[src/rtl/fpu_addsub_sequencer.sv]
// fpu_addsub_sequencer
//   Registered front/back end for a combinational double-precision add/sub
//   datapath. One operation is accepted over a valid/ready handshake. Its
//   operands are held stable on the adder inputs for SETTLE_CYCLES clocks, so
//   the adder can be timed as a multicycle path. Result/Exception are then
//   captured and offered on an output valid/ready handshake. A saturating
//   counter tracks how many captured results carried an exception.
module fpu_addsub_sequencer #(
  parameter int SETTLE_CYCLES = 2,   // legal range 1..15
  parameter int CNT_W         = 16
) (
  input  logic             clk,
  input  logic             rst,

  // Issue side
  input  logic             in_valid,
  output logic             in_ready,
  input  logic [63:0]      in_a,
  input  logic [63:0]      in_b,
  input  logic             in_op,

  // Adder side: these outputs drive the adder, Result/Exception come back from it
  output logic             enable,
  output logic [63:0]      a_operand,
  output logic [63:0]      b_operand,
  output logic             Add_or_Sub,
  input  logic [63:0]      Result,
  input  logic             Exception,

  // Result side
  output logic             out_valid,
  input  logic             out_ready,
  output logic [63:0]      out_result,
  output logic             out_exception,

  // Status
  output logic             busy,
  output logic [CNT_W-1:0] exc_count
);

  // NOTE: cnt is sized to hold SETTLE_CYCLES itself, so the load value
  // SETTLE_CYCLES-1 always fits, even when SETTLE_CYCLES is a power of two.
  localparam int CNT_BITS = $clog2(SETTLE_CYCLES + 1);
  localparam logic [CNT_BITS-1:0] CNT_LOAD = CNT_BITS'(SETTLE_CYCLES - 1);
  localparam logic [CNT_BITS-1:0] CNT_ONE  = CNT_BITS'(1);
  localparam logic [CNT_W-1:0]    EXC_ONE  = CNT_W'(1);

  typedef enum logic [1:0] {
    IDLE   = 2'd0,
    SETTLE = 2'd1,
    HOLD   = 2'd2
  } state_t;

  state_t              state;
  logic [CNT_BITS-1:0] cnt;

  // Single registered FSM: accept, settle, capture, then hold until taken.
  // NOTE: every register here uses non-blocking assignment so all of them
  // update together on the edge and read each other's pre-edge values.
  always_ff @(posedge clk) begin
    if (rst) begin
      state         <= IDLE;
      cnt           <= '0;
      in_ready      <= 1'b1;
      busy          <= 1'b0;
      enable        <= 1'b0;
      a_operand     <= '0;
      b_operand     <= '0;
      Add_or_Sub    <= 1'b0;
      out_valid     <= 1'b0;
      out_result    <= '0;
      out_exception <= 1'b0;
      exc_count     <= '0;
    end else begin
      case (state)
        IDLE: begin
          if (in_valid) begin
            // Operands change only here; they are left untouched in HOLD
            // and IDLE so the adder inputs never glitch between operations.
            a_operand  <= in_a;
            b_operand  <= in_b;
            Add_or_Sub <= in_op;
            cnt        <= CNT_LOAD;
            enable     <= 1'b1;
            in_ready   <= 1'b0;
            busy       <= 1'b1;
            state      <= SETTLE;
          end
        end

        SETTLE: begin
          if (cnt != '0) begin
            cnt <= cnt - CNT_ONE;
          end else begin
            // The adder has had SETTLE_CYCLES clocks: sample it exactly once.
            out_result    <= Result;
            out_exception <= Exception;
            out_valid     <= 1'b1;
            enable        <= 1'b0;
            state         <= HOLD;
            if (Exception && !(&exc_count)) begin
              exc_count <= exc_count + EXC_ONE;
            end
          end
        end

        HOLD: begin
          // in_ready stays low on the handshake edge, so a new op can be
          // taken no earlier than the following edge.
          if (out_ready) begin
            out_valid <= 1'b0;
            in_ready  <= 1'b1;
            busy      <= 1'b0;
            state     <= IDLE;
          end
        end

        default: begin
          state    <= IDLE;
          enable   <= 1'b0;
          out_valid <= 1'b0;
          in_ready <= 1'b1;
          busy     <= 1'b0;
        end
      endcase
    end
  end

endmodule
[config.mk]
export PLATFORM = sky130hd
export DESIGN_NAME = fpu_addsub_sequencer
export DESIGN_NICKNAME = d
export VERILOG_FILES = /design/src/rtl/fpu_addsub_sequencer.sv
export SDC_FILE = /design/constraint.sdc
export NUM_CORES = 1
export LEC_CHECK = 0
export ABC_CLOCK_PERIOD_IN_PS = 2320
export CORE_MARGIN = 10
export CORE_UTILIZATION = 39
export DETAILED_ROUTE_END_ITERATION = 7
export PLACE_DENSITY = 0.81
export SYNTH_ARGS = -nofsm -noshare
export SYNTH_HDL_FRONTEND = slang
export SYNTH_SLANG_ARGS = --single-unit
[constraint.sdc]
create_clock -name clk -period 2.32 [get_ports clk]
set_input_delay 0.464 -clock clk [delete_from_list [all_inputs] [get_ports clk]]
set_output_delay 0.464 -clock clk [all_outputs]
set_load 0.005 [all_outputs]
**After elaboration in Yosys (flattened, before gate mapping)**

Cells that the tools add are included.

- Output and inout port bits: 214
- Latch bits: 0
- Memories kept: 0
- Bits in read-only memories: 0
- Input port bits: 198
- Word-level logic and storage cells: 54
- Bits in registers: 218
- Bits in writable memories: 0

- Equality and inequality tests: 6
- Order comparisons: 0
- Multiplexer cells: 16
- Bitwise gates (word level): 4
- Add/subtract/negate cells: 2
- Shifts and indexed selects: 0
- Reductions and logical operators: 14
- $mul: 0
- Div/mod/pow operators: 0

Operators with widths:

| cell | count |
|---|---|
| $reduce_and 3->1 | 6 |
| $add 16x1->16 const B | 1 |
| $reduce_and 16->1 | 1 |
| $pmux 1 s3 | 4 |
| $mux 2 | 4 |
| $ne 2x2->1 const B | 4 |
| $mux 1 | 6 |
| $pmux 2 s3 | 1 |
| $not 1->1 | 4 |
| $pmux 2 s2 | 1 |
| $reduce_and 2->1 | 2 |
| $reduce_bool 2->1 | 2 |
| $eq 2x1->1 const B | 1 |
| $eq 2x2->1 const B | 1 |
| $logic_not 2->1 | 1 |
| $sub 2x1->2 const B | 1 |
| $logic_and 1x1->1 | 1 |
| $logic_not 1->1 | 1 |

**Depth between registers and ports, before layout**

- Depth in word-level cells: 4
- Mapped depth: 9
- Depth with buffers taken out: 6

**Worst setup path after synthesis**

OpenSTA, ideal clock, no wires.

- Path type: flip-flop to flip-flop
- From: register cnt[0]
- To: register exc_count[6]
- Data arrival time: 1.638 ns
- Library setup time: 0.070 ns
- Setup slack: 0.612 ns
- Data required time: 2.250 ns
- Cell stages (with the launch flop): 9
- Clock period less this slack: 1.708 ns
- Path buffers: 2
- Cells stage by stage: dfxtp_1 inv_1 ha_1 buf_2 and4b_1 buf_6 nand2_4 or4_1 a21oi_1

- Word-level cells in the longest chain between the ends: 3

Ends and longest elaborated chain:

| what | RTL line | RTL |
|---|---|---|
| start: declaration | 55 | `logic [CNT_BITS-1:0] cnt;` |
| start signal: assignment | 93 | `cnt <= cnt - CNT_ONE;` |
| $reduce_bool 2->1 | 92 | `if (cnt != '0) begin` |
| $not 1->1 (no line) | n/a |  |
| $reduce_and 3->1 (no line) | n/a |  |
| end signal: assignment | 102 | `exc_count <= exc_count + EXC_ONE;` |
| end: declaration | 38 | `output logic [CNT_W-1:0] exc_count` |

No other way between the ends.
A chain may end at the register's enable or synchronous reset.

**Worst setup path after layout**

- From: register exc_count[12]
- To: output port exc_count[12]

No word-level cell between the ends.

==> results.tsv <==
stage	metric	value	unit
synth	synth_area_per_cell	7.957	um^2
sta	fin_worst_skew	0.008687	ns
setup_path	arrival	1.59	ns
sta	finalCritPeriodShare	0.8863	
setup_path	crit_type	reg2out	
placement	io_buffers	411	
layout	multi_input_comb_area	0.003114	mm^2
synth	synth_cell_types	39	
clock_tree	cts.htree.levels	1	
grt	grt_max_degree	106	
route	wire_per_inst	18.05	um
worst_hold_path	min_path_type	in2reg	
synth	synth_seq_cells	218	
sta	holdWs	0.3718	ns
clock_tree	cts_tree	yes	
clock_tree	cts-resized-gates	0	
power	power_density	740.4	mW/mm^2
setup_path	rrSetupSlack	0.38	ns
worst_hold_path	hold_depth	2	
job	maxCapViolCount	0	
sta	rsz0062_at_grt	false	
synth	synthesis.area	0.007806	mm^2
sta	min_period	2.056	ns
die	die_h	161.5	um
setup_path	r2r-end	exc_count[10]	
synth	yosys_warnings	0	
route	drt_iter0_markers	494	
synth	yosysSeqAreaShare	0.5591	
setup_path	r2r-start	cnt[0]	
grt	overflow	0	
worst_hold_path	hp-start	rst	
setup_path	crit_slowest_cell	clkdlybuf4s50_1	
power	ir_drop	0.5657	mV
layout	final_util	0.6614	
clock_tree	post-cts-setup-buffers	0	
setup_path	cp_num_buf_inv	1	
clock_tree	clock_sinks	218	
route	routed-via-count	8061	
clock_tree	hold_buffers	0	
worst_hold_path	hold_end	busy	
setup_path	startpoint_type	flop	
route	route.detailed.drc	0	
die	die_w	161.5	um
synth	synth_edf_count	0	
sta	finalSetupViolations	0	
setup_path	required	1.86	ns
synth	syn_nets	1181	
die	die_area	0.02607	mm^2
clock_tree	clkSlewWorstSetupHoldPaths	0.06	ns
synth	synth_ff_type	dfxtp_1	
outcome	outcome	complete, no violations	
synth	syn_inst	981	
sta	tightest_slew	0.4772	ns
layout	antennaDiodeCount	0	
route	viasPerCell	4.915	
layout	postLayoutCellArea	0.01296	mm^2
power	p_leak	4.710	nW
layout	regArea	0.004364	mm^2
setup_path	slowest_delay	0.58	ns
layout	area_growth	65.97	%
setup_path	critPathTopFamily	buffers and inverters	
grt	first_global_vias	7847	
clock_tree	clk_latency	0.50	ns
grt	antenna_found_initial	1	
die	rows	51	
placement	dpl.hpwl	21.73	mm
setup_path	cp_cell_sequence	clkdlybuf4s50_1	
layout	num-nets-final	1561	
route	routed_wl	29.60	mm
clock_tree	cts_max_path_buffers	3	
route	ant_nets	0	
clock_tree	numCtsBuffers	23	
sta	slew_violations	0	
route	dr.pass1.iters	5	
layout	drive_gt1_frac	0.04291	
grt	grtUsageTotal	0.2122	
setup_path	crit_path_max_fanout	7	
sta	max_freq	0.4863	GHz
setup_path	end_kind	output pin	
synth	async_flop_share	0	
sta	hold_viol_final	0	
die	num_io_pins	412	
die	coreArea	0.01959	mm^2
setup_path	r2r_cells	7	
placement	placed_cell_area	0.01220	mm^2
grt	grt_pass1_wl	44.67	mm
clock_tree	cts_root_buf	clkbuf_16	
layout	n_fill_cell	1616	
sta	slew_headroom	0.6795	
die	start_util	0.3985	
sta	tns	0	ns
placement	globalplace.congestion	0.8040	
-- worst max path at each step --
stage                              from            end  slack (ns)  cells after the start
final                     exc_count[12]  exc_count[12]        0.26                      1
after global routing      exc_count[12]  exc_count[12]        0.20                      1
after CTS                 exc_count[12]  exc_count[12]        0.25                      1
after detailed placement      Exception  exc_count[10]        0.17                      6
after global placement        Exception   exc_count[8]        0.21                      6
after floorplan                  cnt[0]   exc_count[6]        0.61                      8
-- sequential cells by signal (all words and copies together), names as in the netlist --
signal and cells:
out_valid 1, out_exception 1, exc_count 16, state 2, Add_or_Sub 1, a_operand 64, enable 1, busy 1
out_result 64, in_ready 1, cnt 2, b_operand 64
-- cell usage after synthesis, types with 2 or more instances --
cell type	number	area, um^2
a21oi_1	214	1071
clkbuf_1	39	146.4
nand4_1	6	37.54
buf_6	2	22.52
and4_1	2	17.52
nand3b_1	3	22.52
a2bb2oi_1	2	17.52
nand2_1	390	1464
o21ai_0	9	45.04
inv_1	5	18.77
nand3_1	5	25.02
nor2_1	9	33.78
or4_1	5	37.54
and3_1	2	12.51
buf_1	9	33.78
dfxtp_1	218	4364
nor3_1	3	15.01
ha_1	2	25.02
nand2b_1	2	12.51
buf_2	21	105.1
or3_1	9	56.30
o31ai_1	7	52.55
-- cells by family after synthesis --
logic type	Yosys count	synth area share
adders and majority gates	2	0.003205
and+or+nand+nor	444	0.2340
buffers and inverters	77	0.04280
muxes	2	0.002885
AOI/OAI and AO/OA	238	0.1580
DFF	218	0.5591
-- metal layers --
metal	global-route usage	routed length, um	part of all wire
met5	0	10	0.00034
met4	0.08065	1005	0.034
met3	0.09507	3278	0.11
met2	0.3624	14330	0.48
met1	0.2256	10980	0.37
-- per-stage QoR --
step                cells  setup WS, ns  power [mW]
floorplan             981        0.6116       4.889
global placement     1601        0.2075       5.988
detailed placement   1601        0.1675       6.024
CTS                  1640        0.2532       9.703
global route         1640        0.1972       10.05
finish               1640        0.2639       9.593
-- layout make-up --
cell class              instances  area share
clock buffers                  36     0.05514
clock inverters                 3    0.003090
inverters                       5    0.001449
multi-input cells             686      0.2404
flip-flops and latches        218      0.3368
well taps                     265     0.02559
repair buffers                427      0.3375
-- layout by cell type (no fill, tap or decap), types with 9 or more instances in the layout --
| master | count |
|---|---|
| a21oi_1 | 214 |
| buf_12 | 11 |
| clkbuf_16 | 23 |
| clkbuf_8 | 9 |
| clkdlybuf4s50_1 | 410 |
| dfxtp_1 | 218 |
| nand2_1 | 390 |
| nor2_1 | 9 |
| o21ai_0 | 9 |
| or3_1 | 9 |
-- report_power, final --
group	leakage [nW]	switching [mW]	internal, mW
combinational	2.55	0.784	0.995
sequential	1.78	0.139	4.02
clock	0.375	1.45	2.20
total	4.71	2.37	7.22
(Power assumes the default switching activity.)
==> RTL edit, RTL diff (same settings) <==
Register the output `exc_count` once more, without a reset; this adds one clock of latency there. The other outputs are not delayed to match.
--- a/src/rtl/fpu_addsub_sequencer.sv
+++ b/src/rtl/fpu_addsub_sequencer.sv
@@ -53,2 +53,4 @@
 
+  logic [CNT_W-1:0] exc_count_s0;
+
   state_t              state;
@@ -72,3 +74,3 @@
       out_exception <= 1'b0;
-      exc_count     <= '0;
+      exc_count_s0  <= '0;
     end else begin
@@ -100,4 +102,4 @@
             state         <= HOLD;
-            if (Exception && !(&exc_count)) begin
-              exc_count <= exc_count + EXC_ONE;
+            if (Exception && !(&exc_count_s0)) begin
+              exc_count_s0 <= exc_count_s0 + EXC_ONE;
             end
@@ -128,2 +130,6 @@
 
+  always_ff @(posedge clk) begin
+    exc_count <= exc_count_s0;
+  end
+
 endmodule
Formal check against the unedited RTL: not equivalent (Yosys sat finds a counterexample within 4 cycles, from zero or initial values and one cycle with rst high).
==> RTL edit against the unedited design <==
Synthesized area is 3.6% higher. Largest power group unchanged. First-iteration DRC count is 7.5% lower. Largest cell class is now flip-flops and latches. Critical path depth is 5 higher. Routed wire length is 0.56% higher. Total power is 10% higher. Die area is 3.1% higher. Design area is 4.0% higher. Fmax is 2.2% lower. Sequential cell count is 16 higher. Sequential power is 6.7% higher. Worst setup slack worse by 0.047 ns. Global-route usage is 0.57 points lower. Utilization is 0.25 points higher.
==> RTL edit: results (changes against the unedited design) <==
Detailed routing
  • Met1 wire length: 10.8 mm (-1.5%)
  • DR WL/cell: 17.8 um (-1.7%)
  • Detailed-route via count: 8176 (+1.4%)
  • Iteration-0 DRC Markers: 457 (-7.5%)
  • Routed met3 length: 3.02 mm (-7.7%)
  • Highest metal used: met4

Critical path
  • Crit-path max FO: 6 (-1)
  • Crit-path leading delay family: simple AND/OR/NAND/NOR gates
  • Worst EP arrival: 2.56 ns (+0.97 ns)
  • Slowest CP cell: or4_1
  • Worst path max stage delay: 0.61 ns (+0.03 ns)

Synthesis
  • Synth area leaders: dfxtp_1, nand2_1, a21oi_1, clkbuf_1, o31ai_1
  • Syn_nets: 1198 (+1.4%)
  • Sequential area share after synthesis: 57.9% (+2.0 points)
  • Syn Area/Cell: 8.10 um2 (+1.8%)
  • Distinct cells, synth: 37 (-5.1%)

Placement
  • Placed cells: 1632 (+1.9%)
  • Placed inst area: 12600 um2 (+3.0%)

Pwr
  • Maximum VDD drop: 0.784 mV (+39%)

Outcome
  • Status: complete, no violations

STA
  • Worst Tran Pin Value: 0.519 ns (+0.0423 ns)

GRT
  • GRT Overall Usage: 20.6% (-0.57 points)
  • First-pass GRT wire length: 44.6 mm (-0.14%)

Clock tree
  • Skew-Pair Late Insertion Delay: 0.53 ns (+0.03 ns)
  • Num CTS Buffers: 26 (+13%)

Finish
  • Fillers: 1640 (+1.5%)
  • Share of layout cells above drive strength 1: 5.33% (+1.0 points)
-- RTL edit: cell count changes after synthesis, moves of 3 or more --
| cell | before | now |
|---|---|---|
| clkbuf_1 | 39 | 65 |
| buf_2 | 21 | 4 |
| dfxtp_1 | 218 | 234 |
| nand2_1 | 390 | 397 |
| buf_1 | 9 | 3 |
| or3_1 | 9 | 3 |
| o21ai_0 | 9 | 4 |
| a21oi_1 | 214 | 211 |
| or4_1 | 5 | 8 |
-- RTL edit: where the power goes --
| group | total [W] | switching (W) | internal, W | leakage, nW |
|---|---|---|---|---|
| logic | 0.00180 | 0.000798 | 0.00100 | 2.55 |
| registers | 0.00444 | 0.000139 | 0.00430 | 1.91 |
| clock network | 0.00431 | 0.00163 | 0.00269 | 0.445 |
| total | 0.0105 | 0.00256 | 0.00798 | 4.90 |
-- RTL edit: worst paths after layout --
check	startpoint	to	slack (ns)
setup reg to reg	cnt[0]	exc_count_s0[15]	0.22
setup / recovery	cnt[0]	exc_count_s0[15]	0.22
hold / removal	rst	busy	0.32
hold reg to reg	exc_count_s0[15]	exc_count[15]	0.41
-- RTL edit: worst register-to-register path: stages (launching register included) --
cell and delay (ns):
dfxtp_1 0.31, inv_1 0.08, ha_1 0.27, nand4b_4 0.12, or4_1 0.61, or4_1 0.50
a21oi_1 0.15
-- RTL edit: kinds of logic (layout without fill, tap and decap cells) --
logic type / after synthesis / count (layout) / synth area share, %
buf+inv: 77 / 486 / 3.64
simple gates: 449 / 449 / 22.6
fa+ha+maj: 2 / 2 / 0.310
compound gates: 232 / 232 / 14.9
flops: 234 / 234 / 57.9
mux: 4 / 4 / 0.557
-- RTL edit: stage by stage --
step	worst slack, ns	util (%)
finish	0.217	66.4
global route	0.112	66.4
CTS	0.122	66.4
detailed placement	-0.109	61.9
global placement	-0.0694	61.9
floorplan	0.228	-
-- RTL edit: final cells by class --
cell class | count | share of cell area (%)
Sequential cell | 234 | 34.8
Clock inverter | 8 | 1.12
Inverter | 5 | 0.139
Multi-Input combinational cell | 687 | 23.2
Clock buffer | 37 | 5.58
Tap cell | 270 | 2.51
Timing Repair Buffer | 436 | 32.7
-- RTL edit: metal layers --
layer  vias up  GRT usage, %
li1       4066             -
met1      3748          22.1
met2       302          36.4
met3        60          7.86
met4         0          7.35
met5         -             0
-- RTL edit: what timing repair did --
action                     CTS  global route
resized for setup            0             1
setup endpoints to repair    0             1
setup buffers                0             0
